## config.mk

```make
export PLATFORM = sky130hd
export DESIGN_NAME = alu_exec_flat
export DESIGN_NICKNAME = d
export VERILOG_FILES = /design/src/rtl/alu_exec_pkg.sv /design/src/rtl/alu_exec_if.sv /design/src/rtl/alu_exec_comb.sv /design/src/rtl/alu_exec.sv /design/src/flat_wrapper.sv
export SDC_FILE = /design/constraint.sdc
export NUM_CORES = 1
export LEC_CHECK = 0
export CORE_MARGIN = 2
export CORE_UTILIZATION = 33
export CTS_BUF_LIST = sky130_fd_sc_hd__clkbuf_8
export DETAILED_ROUTE_END_ITERATION = 6
export GPL_ROUTABILITY_DRIVEN = 0
export GPL_TIMING_DRIVEN = 0
export PLACE_DENSITY = 0.55
export SLEW_MARGIN = 10
export SYNTH_ARGS = -nofsm -noshare
export SYNTH_HDL_FRONTEND = slang
export SYNTH_HIERARCHICAL = 1
export SYNTH_SLANG_ARGS = --single-unit
```

## constraint.sdc

```tcl
create_clock -name clk -period 2.9 [get_ports clk]
set_clock_uncertainty 0.1 [all_clocks]
set_input_delay 0.29 -clock clk [delete_from_list [all_inputs] [get_ports clk]]
set_output_delay 0.29 -clock clk [all_outputs]
set_load 0.01 [all_outputs]
```

## src/rtl/alu_exec_pkg.sv

```systemverilog
// rtl/alu_exec_pkg.sv - alufunc codes and decode helpers shared by the execute stage
package alu_exec_pkg;

  localparam int XLEN_DEF = 32;
  localparam int SHW_DEF  = 5;

  // Same code points alu_ctrl drives; 14 and 15 are unassigned.
  localparam logic [3:0] ALU_PLUS = 4'd0;
  localparam logic [3:0] ALU_SUB  = 4'd1;
  localparam logic [3:0] ALU_XOR  = 4'd2;
  localparam logic [3:0] ALU_OR   = 4'd3;
  localparam logic [3:0] ALU_AND  = 4'd4;
  localparam logic [3:0] ALU_SLL  = 4'd5;
  localparam logic [3:0] ALU_SRL  = 4'd6;
  localparam logic [3:0] ALU_SRA  = 4'd7;
  localparam logic [3:0] ALU_SLT  = 4'd8;
  localparam logic [3:0] ALU_SLTU = 4'd9;
  localparam logic [3:0] ALU_BEQ  = 4'd10;
  localparam logic [3:0] ALU_BNE  = 4'd11;
  localparam logic [3:0] ALU_BLT  = 4'd12;
  localparam logic [3:0] ALU_BGE  = 4'd13;

  function automatic logic is_shift(input logic [3:0] f);
    return (f == ALU_SLL) || (f == ALU_SRL) || (f == ALU_SRA);
  endfunction

endpackage

```

## src/rtl/alu_exec_if.sv

```systemverilog
// rtl/alu_exec_if.sv - op issue and result handshake bundle of the execute stage
interface alu_exec_if
  import alu_exec_pkg::*;
#(
  parameter int XLEN = XLEN_DEF
);

  logic            in_valid;
  logic            in_ready;
  logic [3:0]      alufunc;
  logic [XLEN-1:0] op_a;
  logic [XLEN-1:0] op_b;
  logic            out_valid;
  logic            out_ready;
  logic [XLEN-1:0] result;
  logic            branch_taken;

  modport master (
    output in_valid, alufunc, op_a, op_b, out_ready,
    input  in_ready, out_valid, result, branch_taken
  );

  modport slave (
    input  in_valid, alufunc, op_a, op_b, out_ready,
    output in_ready, out_valid, result, branch_taken
  );

endinterface

```

## src/rtl/alu_exec_comb.sv

```systemverilog
// rtl/alu_exec_comb.sv - single-cycle ALU results and branch condition
module alu_comb
  import alu_exec_pkg::*;
#(
  parameter int XLEN = XLEN_DEF
) (
  input  logic [3:0]      alufunc_i,
  input  logic [XLEN-1:0] a_i,
  input  logic [XLEN-1:0] b_i,
  output logic [XLEN-1:0] result_o,
  output logic            cond_o
);

  logic lt_s;
  logic lt_u;
  logic eq;

  assign lt_s = $signed(a_i) < $signed(b_i);
  assign lt_u = a_i < b_i;
  assign eq   = a_i == b_i;

  always_comb begin
    result_o = '0;
    cond_o   = 1'b0;
    case (alufunc_i)
      ALU_PLUS: result_o = a_i + b_i;
      ALU_SUB:  result_o = a_i - b_i;
      ALU_XOR:  result_o = a_i ^ b_i;
      ALU_OR:   result_o = a_i | b_i;
      ALU_AND:  result_o = a_i & b_i;
      // Shifts start from the unshifted operand; the iteration lives in alu_exec.
      ALU_SLL, ALU_SRL, ALU_SRA: result_o = a_i;
      ALU_SLT:  result_o = {{(XLEN-1){1'b0}}, lt_s};
      ALU_SLTU: result_o = {{(XLEN-1){1'b0}}, lt_u};
      ALU_BEQ: begin cond_o = eq;    result_o = {{(XLEN-1){1'b0}}, eq};    end
      ALU_BNE: begin cond_o = !eq;   result_o = {{(XLEN-1){1'b0}}, !eq};   end
      ALU_BLT: begin cond_o = lt_s;  result_o = {{(XLEN-1){1'b0}}, lt_s};  end
      ALU_BGE: begin cond_o = !lt_s; result_o = {{(XLEN-1){1'b0}}, !lt_s}; end
      default: ;
    endcase
  end

endmodule

```

## src/rtl/alu_exec.sv

```systemverilog
// rtl/alu_exec.sv - execute stage: handshake FSM with 1-bit/cycle iterative shifter
module alu_exec
  import alu_exec_pkg::*;
#(
  parameter int XLEN = XLEN_DEF,
  parameter int SHW  = SHW_DEF
) (
  input  logic       clk,
  input  logic       rst,
  input  logic       flush,
  alu_exec_if.slave  bus
);

  typedef enum logic [1:0] {IDLE, SHIFT, DONE} state_e;

  state_e          state_q, state_d;
  logic [XLEN-1:0] result_q, result_d;
  logic            br_q, br_d;
  logic [SHW-1:0]  cnt_q, cnt_d;
  logic [3:0]      func_q, func_d;

  logic [XLEN-1:0] comb_result;
  logic            comb_cond;
  logic            accept;
  logic [SHW-1:0]  k;

  alu_comb #(.XLEN(XLEN)) u_comb (
    .alufunc_i (bus.alufunc),
    .a_i       (bus.op_a),
    .b_i       (bus.op_b),
    .result_o  (comb_result),
    .cond_o    (comb_cond)
  );

  // DONE with a consuming downstream can take the next op in the same cycle.
  assign bus.in_ready     = (state_q == IDLE) | ((state_q == DONE) & bus.out_ready);
  assign accept           = bus.in_valid & bus.in_ready;
  assign k                = bus.op_b[SHW-1:0];
  assign bus.out_valid    = (state_q == DONE);
  assign bus.result       = result_q;
  assign bus.branch_taken = br_q;

  always_comb begin
    state_d  = state_q;
    result_d = result_q;
    br_d     = br_q;
    cnt_d    = cnt_q;
    func_d   = func_q;
    if (flush) begin
      state_d = IDLE;
    end else if (state_q == SHIFT) begin
      case (func_q)
        ALU_SLL: result_d = {result_q[XLEN-2:0], 1'b0};
        ALU_SRL: result_d = {1'b0, result_q[XLEN-1:1]};
        default: result_d = {result_q[XLEN-1], result_q[XLEN-1:1]};
      endcase
      cnt_d = cnt_q - SHW'(1);
      if (cnt_q == SHW'(1)) state_d = DONE;
    end else if (accept) begin
      result_d = comb_result;
      br_d     = comb_cond;
      func_d   = bus.alufunc;
      if (is_shift(bus.alufunc) && (k != '0)) begin
        cnt_d   = k;
        state_d = SHIFT;
      end else begin
        state_d = DONE;
      end
    end else if ((state_q == DONE) && bus.out_ready) begin
      state_d = IDLE;
    end
  end

  always_ff @(posedge clk) begin
    if (rst) begin
      state_q  <= IDLE;
      result_q <= '0;
      br_q     <= 1'b0;
      cnt_q    <= '0;
      func_q   <= ALU_PLUS;
    end else begin
      state_q  <= state_d;
      result_q <= result_d;
      br_q     <= br_d;
      cnt_q    <= cnt_d;
      func_q   <= func_d;
    end
  end

endmodule
```

## src/flat_wrapper.sv

```systemverilog
// flat-port wrapper written by rule: the top's interface ports become plain ports
module alu_exec_flat import alu_exec_pkg::*;
#(
  parameter int XLEN = XLEN_DEF,
  parameter int SHW  = SHW_DEF
)
  (clk, rst, flush, bus_in_valid, bus_alufunc, bus_op_a, bus_op_b, bus_out_ready, bus_in_ready, bus_out_valid, bus_result, bus_branch_taken);
  alu_exec_if #(.XLEN(XLEN)) bus_i ();
  input  logic clk;
  input  logic rst;
  input  logic flush;
  input wire logic [$bits(bus_i.in_valid)-1:0] bus_in_valid;
  input wire logic [$bits(bus_i.alufunc)-1:0] bus_alufunc;
  input wire logic [$bits(bus_i.op_a)-1:0] bus_op_a;
  input wire logic [$bits(bus_i.op_b)-1:0] bus_op_b;
  input wire logic [$bits(bus_i.out_ready)-1:0] bus_out_ready;
  output wire logic [$bits(bus_i.in_ready)-1:0] bus_in_ready;
  output wire logic [$bits(bus_i.out_valid)-1:0] bus_out_valid;
  output wire logic [$bits(bus_i.result)-1:0] bus_result;
  output wire logic [$bits(bus_i.branch_taken)-1:0] bus_branch_taken;
  assign bus_i.in_valid = bus_in_valid;
  assign bus_i.alufunc = bus_alufunc;
  assign bus_i.op_a = bus_op_a;
  assign bus_i.op_b = bus_op_b;
  assign bus_i.out_ready = bus_out_ready;
  assign bus_in_ready = bus_i.in_ready;
  assign bus_out_valid = bus_i.out_valid;
  assign bus_result = bus_i.result;
  assign bus_branch_taken = bus_i.branch_taken;
  alu_exec #(.XLEN(XLEN), .SHW(SHW)) u_core (.clk(clk), .rst(rst), .flush(flush), .bus(bus_i));
endmodule
```

==> out/metrics.cfg <==
[outcome]
status = finished with violations
violations = negative setup slack

[setup_path]
path_cells = buf_12 -> ha_4 -> inv_2 -> fa_2 -> nor2b_4 -> o21ai_2 -> a2111oi_4 -> o211ai_1 -> and3b_2 -> o31a_1 -> o31ai_4 -> o2111ai_2 -> o311ai_2 -> nor2_1 -> a21oi_1 -> a22o_1
cp.arrival_ns = 3.35
crit_type = input pin to flip-flop
slowest_stage = a2111oi_4
cp-end-kind = flip-flop
cp.required_ns = 3.06
startpoint_type = input pin
cpPeakStageDelay_ns = 0.41
path_max_fanout = 4

[detailed_routing]
drc = 0
drt_wl_total_um = 33000
avgRoutedWirePerCell_um = 20.3
drtAntennaViolNets = 0
drtPass1Iterations = 6
dr_total_vias = 9393
drtIter0Drc = 666
routed_via_density = 5.77

[layout]
fin_cells = 1628
synthToLayoutAreaGrowth_pct = 44.9
diodes = 0
final_nets = 1497
fin_util_pct = 49.0
layout-drive-gt1-share_pct = 31.2

[grt]
grt_pass1_wl_um = 50700
antenna_found_initial = 0
globalRouteTotalUtil_pct = 24.7
grt_max_degree = 14
grt_pass1_vias = 9014
grt_overflow_total = 0

[synthesis]
syn-cell-area_um2 = 7990
yosysMostFrequentCell = nor2_1
yosysWarnings = 6
synthTopCellsByArea = ha_1, dfxtp_1, a21oi_1, nor2_1, mux2i_1
synth_edf_count = 0
synthFlopType = dfxtp_1
synth_top_family_by_area = compound AO/OA/AOI/OAI gates
synth.yosys.seq_area_share_pct = 11.0
muxShareOfSynthArea_pct = 5.42
synth_adder_area_share_pct = 18.2
synthXorXnorAreaFrac_pct = 1.86
yosys.area.top_type = ha_1
synth_commonest_cells = nor2_1, ha_1, a21oi_1, inv_1, o21ai_0
synth_nets = 1295
synth_simple_gate_area_share_pct = 19.2
synth_top_area_share_pct = 17.7
synthDistinctLibCells = 89
synth_seq_cells = 44
synthArstFlopShare_pct = 0
synth_compound_area_share_pct = 34.7
syn_area_per_cell_um2 = 7.22
synth_cells = 1107

[placement]
io_buffers = 107
dpl.cell_count = 1533
dp_hpwl_um = 24100
dp_worst_setup_slack_ns = -1.65

[timing]
rsz0062_at_grt = yes
setup_viol = 15
period_needed_ns = 3.18
hold_violations = 0
worst_slack_ns = -0.281
final.period_utilization_pct = 110
tightest_slew_ns = 0.761
maxSlewViolCount = 0
relSlewSlack_pct = 48.6
timing.fmax_mhz = 314

[floorplan]
io_pins = 108
die_x_um = 160
start_util_pct = 33.8
core_area_um2 = 23600
fp.dieH_um = 160
die-area_um2 = 25500
num_rows = 56

[hold_path]
min_path_type = input pin to flip-flop

[clocking]
path_clk_slew_ns = 0.09
cts_tree = yes
htree_levels = 2
clock_path_buffers = 2
insertion_delay_ns = 0.32
cts_made_buffers = 5
root_buffer = clkbuf_8
cts.sink_count = 44

[power_and_ir_drop]
finalPower_mw = 3.06
vdd_drop_max_mv = 0.184
powerDensity_nw_per_um2 = 264
leakage_nw = 4.77

[flow_run]
maxCapViolations = 0

per-layer routing:
metal,GRT usage [%],part of all wire [%]
met1,32.8,44
met2,40.6,46
met3,3.99,6.5
met4,8.51,3.4
met5,0,0
per-stage QoR:
step	hold slack [ns]	TNS (ns)	cell area, um^2
floorplan	0.259	-0.128	8070
global placement	0.365	-48.60	9540
detailed placement	0.376	-48.08	9540
CTS	0.275	-2.61	11000
global route	0.326	-4.44	11600
finish	0.289	-2.37	11600
cell type report:
class / instances / area (um^2)
buffer: 64 / 504
clock buffer: 5 / 68.8
clock inverter: 2 / 12.5
fill: 2385 / 12000
inverter: 108 / 434
multi-input combinational: 885 / 7520
sequential: 44 / 881
tap: 319 / 399
timing repair buffer: 201 / 1760
report_power, final:
| group | switching [mW] | leakage, nW | internal [mW] |
|---|---|---|---|
| clock network | 0.230 | 0.0400 | 0.164 |
| logic | 1.11 | 4.37 | 0.892 |
| registers | 0.0334 | 0.358 | 0.632 |
| total | 1.37 | 4.77 | 1.69 |
worst max-delay path: cells and delay by family:
kind,cells,cell delay [ns]
buffers and inverters,2,0.13
AND/OR/NAND/NOR,3,0.52
adder cells (fa/ha/maj),2,0.49
AO/OA/AOI/OAI,9,1.89
what timing repair did:
action                                  CTS  global route
pin swaps                                89            82
resized for setup                       367           159
hold buffers                              0             0
endpoints found under the setup margin   33            32
buffers inserted                         64            32
cell families (layout without fill, tap and decap cells):
group / Yosys count / after routing
flip-flops: 44 / 44
AND/OR/NAND/NOR: 309 / 309
adder cells (fa/ha/maj): 115 / 115
AO/OA/AOI/OAI: 401 / 401
XOR/XNOR: 17 / 17
multiplexers: 43 / 43
buffers and inverters: 178 / 380
cells in the final DEF (no fill, tap or decap), types with 11 or more instances in the layout:
cell type	count
dfxtp_1	44
inv_2	36
o21ai_1	17
a22oi_1	14
nor2_1	121
buf_6	21
mux2i_1	40
clkbuf_2	19
nand3_1	14
buf_4	95
a22o_1	31
a21oi_1	93
clkdlybuf4s50_1	49
a21o_1	17
buf_2	15
a21oi_2	11
dlygate4sd2_1	18
xnor2_1	15
nor2b_1	14
nand2_1	39
o21ai_0	36
nor2_2	11
nor3_1	20
a221oi_1	13
o21ai_2	13
inv_1	65
ha_1	84
clkbuf_4	13
ha_4	26
o211ai_1	27
worst paths after layout:
path	startpoint	to	slack (ns)	cells past startpoint
worst min-delay path	bus_op_b[2]	u_core/cnt_q[2]$_SDFFE_PP0P_	0.29	4
worst max register to register	u_core/state_q[0]$_SDFFE_PP0P_	u_core/bus.result[18]$_SDFFE_PP0P_	1.07	6
worst min register to register	u_core/cnt_q[1]$_SDFFE_PP0P_	u_core/cnt_q[1]$_SDFFE_PP0P_	0.38	2
worst max-delay path	bus_op_b[0]	u_core/bus.result[30]$_SDFFE_PP0P_	-0.28	16
state kept, by name, summed over array words and instances, names as in the netlist:
signal / flops
u_core/bus.result: 32
u_core/func_q: 4
u_core/cnt_q: 5
u_core/bus.branch_taken: 1
u_core/state_q: 2
Power figures use the tool's default switching activity.
